--- config.mk ---
export PLATFORM = sky130hd
export DESIGN_NAME = fp_csr_flags
export DESIGN_NICKNAME = d
export VERILOG_FILES = /design/src/rtl/fp_csr_flags.sv
export SDC_FILE = /design/constraint.sdc
export NUM_CORES = 1
export LEC_CHECK = 0
export BUFFER_PORTS_ARGS = -buffer_cell sky130_fd_sc_hd__buf_2
export CAP_MARGIN = 20
export CORE_MARGIN = 2
export CORE_UTILIZATION = 42
export DETAILED_ROUTE_END_ITERATION = 8
export GPL_TIMING_DRIVEN = 0
export HOLD_SLACK_MARGIN = 0.1
export PLACE_DENSITY = 0.79
export SLEW_MARGIN = 10
export SYNTH_ARGS = -nofsm -noshare
export SYNTH_HDL_FRONTEND = slang
export SYNTH_SLANG_ARGS = --single-unit
export TNS_END_PERCENT = 1
--- constraint.sdc ---
create_clock -name clk_i -period 1.72 [get_ports clk_i]
set_clock_uncertainty 0.05 [all_clocks]
set_input_delay 0.258 -clock clk_i [delete_from_list [all_inputs] [get_ports clk_i]]
set_output_delay 0.258 -clock clk_i [all_outputs]
set_load 0.05 [all_outputs]
--- src/rtl/fp_csr_flags.sv ---
// FP control/status stage: sticky exception-flag accumulation, frm register,
// dynamic rounding-mode resolution and a CSR port that drains in-flight flags first.
module fp_csr_flags #(
  parameter int PIPE_DEPTH = 1
) (
  input  logic        clk_i,
  input  logic        rst_i,
  input  logic        fp_valid_i,
  output logic        fp_stall_o,
  input  logic        invalid_i,
  input  logic        div_zero_i,
  input  logic        overflow_i,
  input  logic        underflow_i,
  input  logic        inexact_i,
  input  logic [2:0]  instr_rm_i,
  output logic [2:0]  eff_rm_o,
  output logic        rm_illegal_o,
  input  logic        csr_req_valid_i,
  output logic        csr_req_ready_o,
  input  logic [1:0]  csr_op_i,
  input  logic [11:0] csr_addr_i,
  input  logic [31:0] csr_wdata_i,
  output logic        csr_rsp_valid_o,
  input  logic        csr_rsp_ready_i,
  output logic [31:0] csr_rdata_o,
  output logic        csr_err_o,
  output logic [4:0]  fflags_o,
  output logic [2:0]  frm_o
);

  typedef enum logic [1:0] {
    S_IDLE   = 2'd0,
    S_DRAIN  = 2'd1,
    S_ACCESS = 2'd2,
    S_RESP   = 2'd3
  } state_t;

  state_t                r_state;
  logic [PIPE_DEPTH-1:0] r_pipe;
  logic [4:0]            r_fflags;
  logic [2:0]            r_frm;
  logic [1:0]            r_op;
  logic [11:0]           r_addr;
  logic [31:0]           r_wdata;
  logic [31:0]           r_rdata;
  logic                  r_err;
  logic                  r_rsp_valid;

  logic [PIPE_DEPTH-1:0] w_pipe_next;
  logic                  w_flag_vld;
  logic [4:0]            w_flags_in;
  logic [4:0]            w_fflags_acc;
  logic [31:0]           w_old;
  logic [31:0]           w_new;
  logic                  w_addr_ok;
  logic                  w_write;

  if (PIPE_DEPTH == 1) begin : g_pipe1
    assign w_pipe_next = fp_valid_i;
  end else begin : g_pipen
    assign w_pipe_next = {r_pipe[PIPE_DEPTH-2:0], fp_valid_i};
  end

  assign w_flag_vld   = r_pipe[PIPE_DEPTH-1];
  assign w_flags_in   = {invalid_i, div_zero_i, overflow_i, underflow_i, inexact_i};
  assign w_fflags_acc = r_fflags | (w_flag_vld ? w_flags_in : 5'b0);

  // Old value and read-modify-write result for the latched request.
  always_comb begin
    w_old     = 32'b0;
    w_addr_ok = 1'b1;
    case (r_addr)
      12'h001: w_old = {27'b0, r_fflags};
      12'h002: w_old = {29'b0, r_frm};
      12'h003: w_old = {24'b0, r_frm, r_fflags};
      default: w_addr_ok = 1'b0;
    endcase
    case (r_op)
      2'b01:   w_new = r_wdata;
      2'b10:   w_new = w_old | r_wdata;
      2'b11:   w_new = w_old & ~r_wdata;
      default: w_new = w_old;
    endcase
  end

  assign w_write = w_addr_ok && (r_op != 2'b00);

  always_ff @(posedge clk_i or posedge rst_i) begin
    if (rst_i) begin
      r_state     <= S_IDLE;
      r_pipe      <= '0;
      r_fflags    <= 5'b0;
      r_frm       <= 3'b0;
      r_op        <= 2'b0;
      r_addr      <= 12'b0;
      r_wdata     <= 32'b0;
      r_rdata     <= 32'b0;
      r_err       <= 1'b0;
      r_rsp_valid <= 1'b0;
    end else begin
      r_pipe   <= w_pipe_next;
      r_fflags <= w_fflags_acc;
      case (r_state)
        S_IDLE: begin
          if (csr_req_valid_i) begin
            r_op    <= csr_op_i;
            r_addr  <= csr_addr_i;
            r_wdata <= csr_wdata_i;
            r_state <= ((|r_pipe) || fp_valid_i) ? S_DRAIN : S_ACCESS;
          end
        end
        S_DRAIN: begin
          if (w_pipe_next == '0) r_state <= S_ACCESS;
        end
        S_ACCESS: begin
          r_rdata     <= w_addr_ok ? w_old : 32'b0;
          r_err       <= ~w_addr_ok;
          r_rsp_valid <= 1'b1;
          r_state     <= S_RESP;
          // A CSR write of the flag field takes precedence over accumulation.
          if (w_write && (r_addr == 12'h001 || r_addr == 12'h003)) r_fflags <= w_new[4:0];
          if (w_write && r_addr == 12'h002) r_frm <= w_new[2:0];
          if (w_write && r_addr == 12'h003) r_frm <= w_new[7:5];
        end
        S_RESP: begin
          if (csr_rsp_ready_i) begin
            r_rsp_valid <= 1'b0;
            r_state     <= S_IDLE;
          end
        end
        default: r_state <= S_IDLE;
      endcase
    end
  end

  assign eff_rm_o        = (instr_rm_i == 3'b111) ? r_frm : instr_rm_i;
  assign rm_illegal_o    = (eff_rm_o >= 3'd5);
  assign fp_stall_o      = (r_state != S_IDLE);
  assign csr_req_ready_o = (r_state == S_IDLE) && !rst_i;
  assign csr_rsp_valid_o = r_rsp_valid;
  assign csr_rdata_o     = r_rdata;
  assign csr_err_o       = r_err;
  assign fflags_o        = r_fflags;
  assign frm_o           = r_frm;

endmodule

After elaboration in Yosys (flattened, before gate mapping)
Cells that the tools add are included.

word-level totals
  flip-flop bits (word level) = 67
  output and inout bits = 48
  logic and storage cells = 64

operators by class
  order comparisons = 1
  equality and inequality tests = 13
  multiplexer cells = 17
  bitwise operators = 5
  reductions and logical operators = 18

operators by type and width
  cell                                             count
  one-hot mux 8 bit (3 select lines)               2
  2-to-1 mux 32 bit                                1
  == test 12 x 2 -> 1 bit (second input constant)  2
  2-to-1 mux 5 bit                                 3
  == test 12 x 1 -> 1 bit (second input constant)  1
  2-to-1 mux 3 bit                                 3
  bitwise AND 8 bit                                1
  == test 2 bit (second input constant)            4
  2-to-1 mux 2 bit                                 4
  NOT 8 bit                                        1
  OR 8 bit                                         1
  one-hot mux 2 bit (4 select lines)               1
  nonzero test 2 bit                               4
  != test 2 bit (second input constant)            3
  AND reduction 2 bit                              3
  logical AND 1 bit                                5
  OR 5 bit                                         1
  == test 2 x 1 -> 1 bit (second input constant)   2
  == test 3 bit (second input constant)            1
  >= comparator 3 bit (second input constant)      1
  AND reduction 3 bit                              1
  OR reduction 3 bit                               1
  logical NOT 2 bit                                1
  logical OR 1 bit                                 2
  4 further kinds                                  5

Logic depth before layout (Yosys ltp)
  word-level depth = 7
  depth in mapped cells = 8
  depth with buffers taken out = 7

Worst setup path after synthesis
Ideal clock, no wire load.

  path type = reg2out
  start point = reg r_frm[0] (netlist: frm_o[0])
  end point = out rm_illegal_o
  arrival = 1.692 ns
  required time = 1.412 ns
  slack = -0.280 ns
  cell stages (with the launch flop) = 3
  path buffers = 0
  cells stage by stage = dfrtp_1 > o21a_1 > o21a_1

on the way
  word-level cells in the longest chain between the ends = 2

ends and longest elaborated chain
  item                      line  text
  start: declaration        41    logic [2:0] r_frm;
  start signal: assignment  122   if (w_write && r_addr == 12'h002) r_frm <= w_new[2:0];
  start signal: assignment  123   if (w_write && r_addr == 12'h003) r_frm <= w_new[7:5];
  2-to-1 mux 3 bit          136   assign eff_rm_o = (instr_rm_i == 3'b111) ? r_frm : instr_rm_i;
  via eff_rm_o[0]           16    output logic [2:0] eff_rm_o,
  >= comparator 3 bit       137   assign rm_illegal_o = (eff_rm_o >= 3'd5);
  end: declaration          17    output logic rm_illegal_o,

The timed path passes the listed nets, and every way through them passes these cells.

Worst setup path in the final report
  start point = reg r_addr[5]
  end point = reg r_frm[1] (netlist: frm_o[1])

on the way
  word-level cells in the longest chain between the ends = 7
  elaborated cells between the ends (all ways) = 16
  classes of those cells = eq/ne: 3; mux: 5; bitwise: 2; reduce/logical: 6

ends and longest elaborated chain
  item                                                                             line  text
  start: declaration                                                               43    logic [11:0] r_addr;
  start signal: assignment                                                         107   r_addr <= csr_addr_i;
  parallel branches: the longest is 7 deep, another holds == test 12 x 2 -> 1 bit  -

Several ways; the timed one is not identified. The select of a mux whose other input is x is not followed.
A chain may end at the register's enable or synchronous reset.

==> summary.txt <==
Run status
  – Status: complete, but fails checks
  – Failing checks: negative setup slack

Finish
  – Fin area: 0.00307 sq mm
  – Share of layout cells above drive strength 1: 43.8%
  – Commonest cells after routing, fill and taps aside: buf_2, dfrtp_1, nand2_1, buf_4
  – Antenna Cells: 0
  – Nets: 395
  – Most common cell after layout, fill and taps aside: buf_2
  – Area Overhead vs Synth: 30.0%
  – Fill cells: 520
  – Final Non-Filler Cells: 403

Worst setup path
  – CP cell instances: or4_4, or3_4, a21oi_4, a221oi_2, a21oi_1
  – Crit-path max cell delay: 0.58 ns
  – Critical Path Sink Type: register
  – Worst EP arrival: 2.08 ns
  – CP max FO: 4
  – CP Buf/Inv Count: 0
  – Crit-path leading delay family: simple AND/OR/NAND/NOR gates
  – Slowest cell on crit path: or4_4
  – Setup crit start kind: register
  – WS Path Type: reg -> reg
  – Crit path required time: 1.89 ns

Floorplanning
  – I/O pin cnt: 107
  – Initial Utilization: 43.2%
  – Rows: 27
  – DIE WIDTH: 79.0 microns
  – Core Area: 0.00547 sq mm
  – DIE HEIGHT: 79.0 microns
  – Die footprint: 0.00624 sq mm

Pwr
  – Largest vdd supply drop: 0.749 mV
  – Leakage: 1.48 nW
  – PD cells: 1360 mW/mm^2

Detailed routing
  – Initial drt markers: 57
  – DR pass1 iterations: 4
  – Remaining antenna violation count: 0
  – Final wirelength: 5130 microns
  – Residual DRC count: 0
  – Vias: 1918
  – Via density: 4.76
  – Drt wl/cell: 12.7 microns

STA
  – Min cycle time layout: 1.91 ns
  – Final number of hold-violating endpoints: 0
  – Hold slack: 0.145 ns
  – Peak Freq: 523 MHz
  – Final WS setup: -0.192 ns
  – Final Cycle Share: 111%
  – Slew @ Worst Pin: 0.511 ns
  – Final Setup Violations: 14
  – RSZ-0062 raised after global routing: true
  – Slew headroom: 65.9%
  – Slew Viols, Final: 0

Global route
  – Initial antenna violation count: 0
  – GR peak layer: met2
  – Global-route wire length before repair: 8610 microns
  – GR Util All Layers: 17.3%
  – Vias in the first global route: 1882
  – Global route overflow: 0
  – Met1 Track Usage GR: 22.4%
  – Largest net degree at the start of global routing: 23
  – Met2 usage: 29.6%
  – GR met3 Demand/Resource: 3.98%

Logic synthesis
  – Mapped Area: 0.00236 sq mm
  – Distinct cell type count after synthesis: 39
  – Seq/Total Area, Yosys: 45.5%
  – Syn avg cell area: 9.97 sq um
  – Post-synthesis instance total: 237
  – Yosys warning count: 0
  – Flops & latches, synth: 43

Clocking
  – Clk_lat worst skew: 0.29 ns
  – CTS Sinks: 43
  – CTS tree: built
  – Root buf cell: clkbuf_8
  – Clock Path Buffers: 2
  – TritonCTS Buffers: 5
  – Reg clk slew, reported paths: 0.08 ns
  – H-tree Lvls: 2

Placement
  – # port buffers: 58
  – GP Congestion: 0.862
  – Cell Area, Placed: 0.00286 sq mm
  – Placed cells: 391
  – Dpl hpwl: 3850 microns

Min path
  – Hold crit path type: in -> reg

Run
  – Max-cap viol count: 0
[worst register-to-register path: cells and delay by family (launching register included)]
family / cells / cell delay, ns
DFF: 1 / 0.39
and+or+nand+nor: 2 / 1.02
AOI/OAI and AO/OA: 3 / 0.39
[metal layers]
layer  wire [microns]  vias to the layer above
met2             2440                       70
li1                 -                      951
met3              384                        4
met4               44                        0
met1             2260                      893
met5                0                        -
[sequential cells by signal, summed over array words and instances (netlist names)]
register / cells
r_addr: 12
csr_rdata_o: 8
r_wdata: 8
fflags_o: 5
frm_o: 3
r_op: 2
r_state: 2
csr_err_o: 1
csr_rsp_valid_o: 1
r_pipe: 1
[final timing paths]
check / start / to / slack [ns] / cells past startpoint
max: r_addr[5]$_DFFE_PP0P_ / frm_o[1]$_DFFE_PP0P_ / -0.19 / 5
min: csr_wdata_i[5] / r_wdata[5]$_DFFE_PP0P_ / 0.15 / 2
max reg2reg: r_addr[5]$_DFFE_PP0P_ / frm_o[1]$_DFFE_PP0P_ / -0.19 / 5
min reg2reg: csr_err_o$_DFFE_PP0P_ / csr_err_o$_DFFE_PP0P_ / 0.43 / 1
max in group asynchronous: rst_i / r_addr[7]$_DFFE_PP0P_ / 0.59 / 4
min in group asynchronous: rst_i / csr_rdata_o[5]$_DFFE_PP0P_ / 0.55 / 3
[where the power goes]
group | switching, mW | internal (mW) | leakage (nW)
Sequential | 0.260 | 1.33 | 0.512
Clock | 0.327 | 0.315 | 0.0470
Combinational | 1.18 | 0.772 | 0.918
Total | 1.77 | 2.42 | 1.48
[repair_timing]
item                                    4_1_cts  5_1_grt
setup buffers                                 2        1
hold buffers                                  3        0
resized for setup                            11       14
hold endpoints to repair                     23        0
endpoints found under the setup margin       37       40
pin swaps                                     3        0
[logic make-up after synthesis]
family          Yosys count  synth area share, %
compound gates           49                 13.4
xor+xnor                  1                0.371
fa+ha+maj                 5                 2.65
buf+inv                  46                 11.2
flops                    43                 45.5
mux                      25                 11.9
other cells               1                0.159
simple gates             67                 14.8
[layout make-up]
| type | count | area, sq um | area share (%) |
|---|---|---|---|
| clock inverter | 1 | 5.00 | 0.163 |
| sequential | 43 | 1080 | 35.0 |
| inverter | 13 | 48.8 | 1.59 |
| clock buffer | 6 | 82.6 | 2.69 |
| multi-input combinational | 171 | 1160 | 37.8 |
| timing repair buffer | 65 | 384 | 12.5 |
| buffer | 32 | 223 | 7.25 |
| tap | 72 | 90.1 | 2.93 |
[synth_stat cells (all sizes together)]
master  instances  share of area, %
a211oi          1              0.32
o221ai          1              0.37
nand4b          2              0.74
a31oi           1              0.26
nor3            1              0.42
or3             1              0.48
a22oi           2              0.64
clkbuf          6              0.95
nand3b          2              0.64
nor2b           2              0.53
inv            13               2.1
o211ai          6               1.9
o21a            5               1.6
nand4           1              0.26
nor2           11               1.9
mux2           24                11
ha              5               2.6
nand3           8               1.7
buf            27               8.2
conb            1              0.16
nand2          31               4.9
nand2b          1              0.26
dfrtp          43                46
xor2            1              0.37
mux2i           1              0.42
and4            1              0.37
a221oi          1              0.64
nor4            2               1.2
o21ai          18               3.8
or4             2              0.95
or2             2              0.53
a21o            3              0.95
a21oi          11               3.0
[through the flow]
| step | total power, mW | setup WS [ns] | utilization, % | TNS [ns] |
|---|---|---|---|---|
| finish | 4.19 | -0.192 | 56.1 | -1.77 |
| global route | 4.55 | -0.269 | 56.1 | -3.08 |
| CTS | 4.15 | -0.244 | 55.3 | -1.95 |
| detailed placement | 3.47 | -0.340 | 52.3 | -7.65 |
| global placement | 3.39 | -0.315 | 51.8 | -13.39 |
| floorplan | 3.04 | -0.160 | - | -0.680 |
No activity file was read; power rests on OpenSTA's default activity.
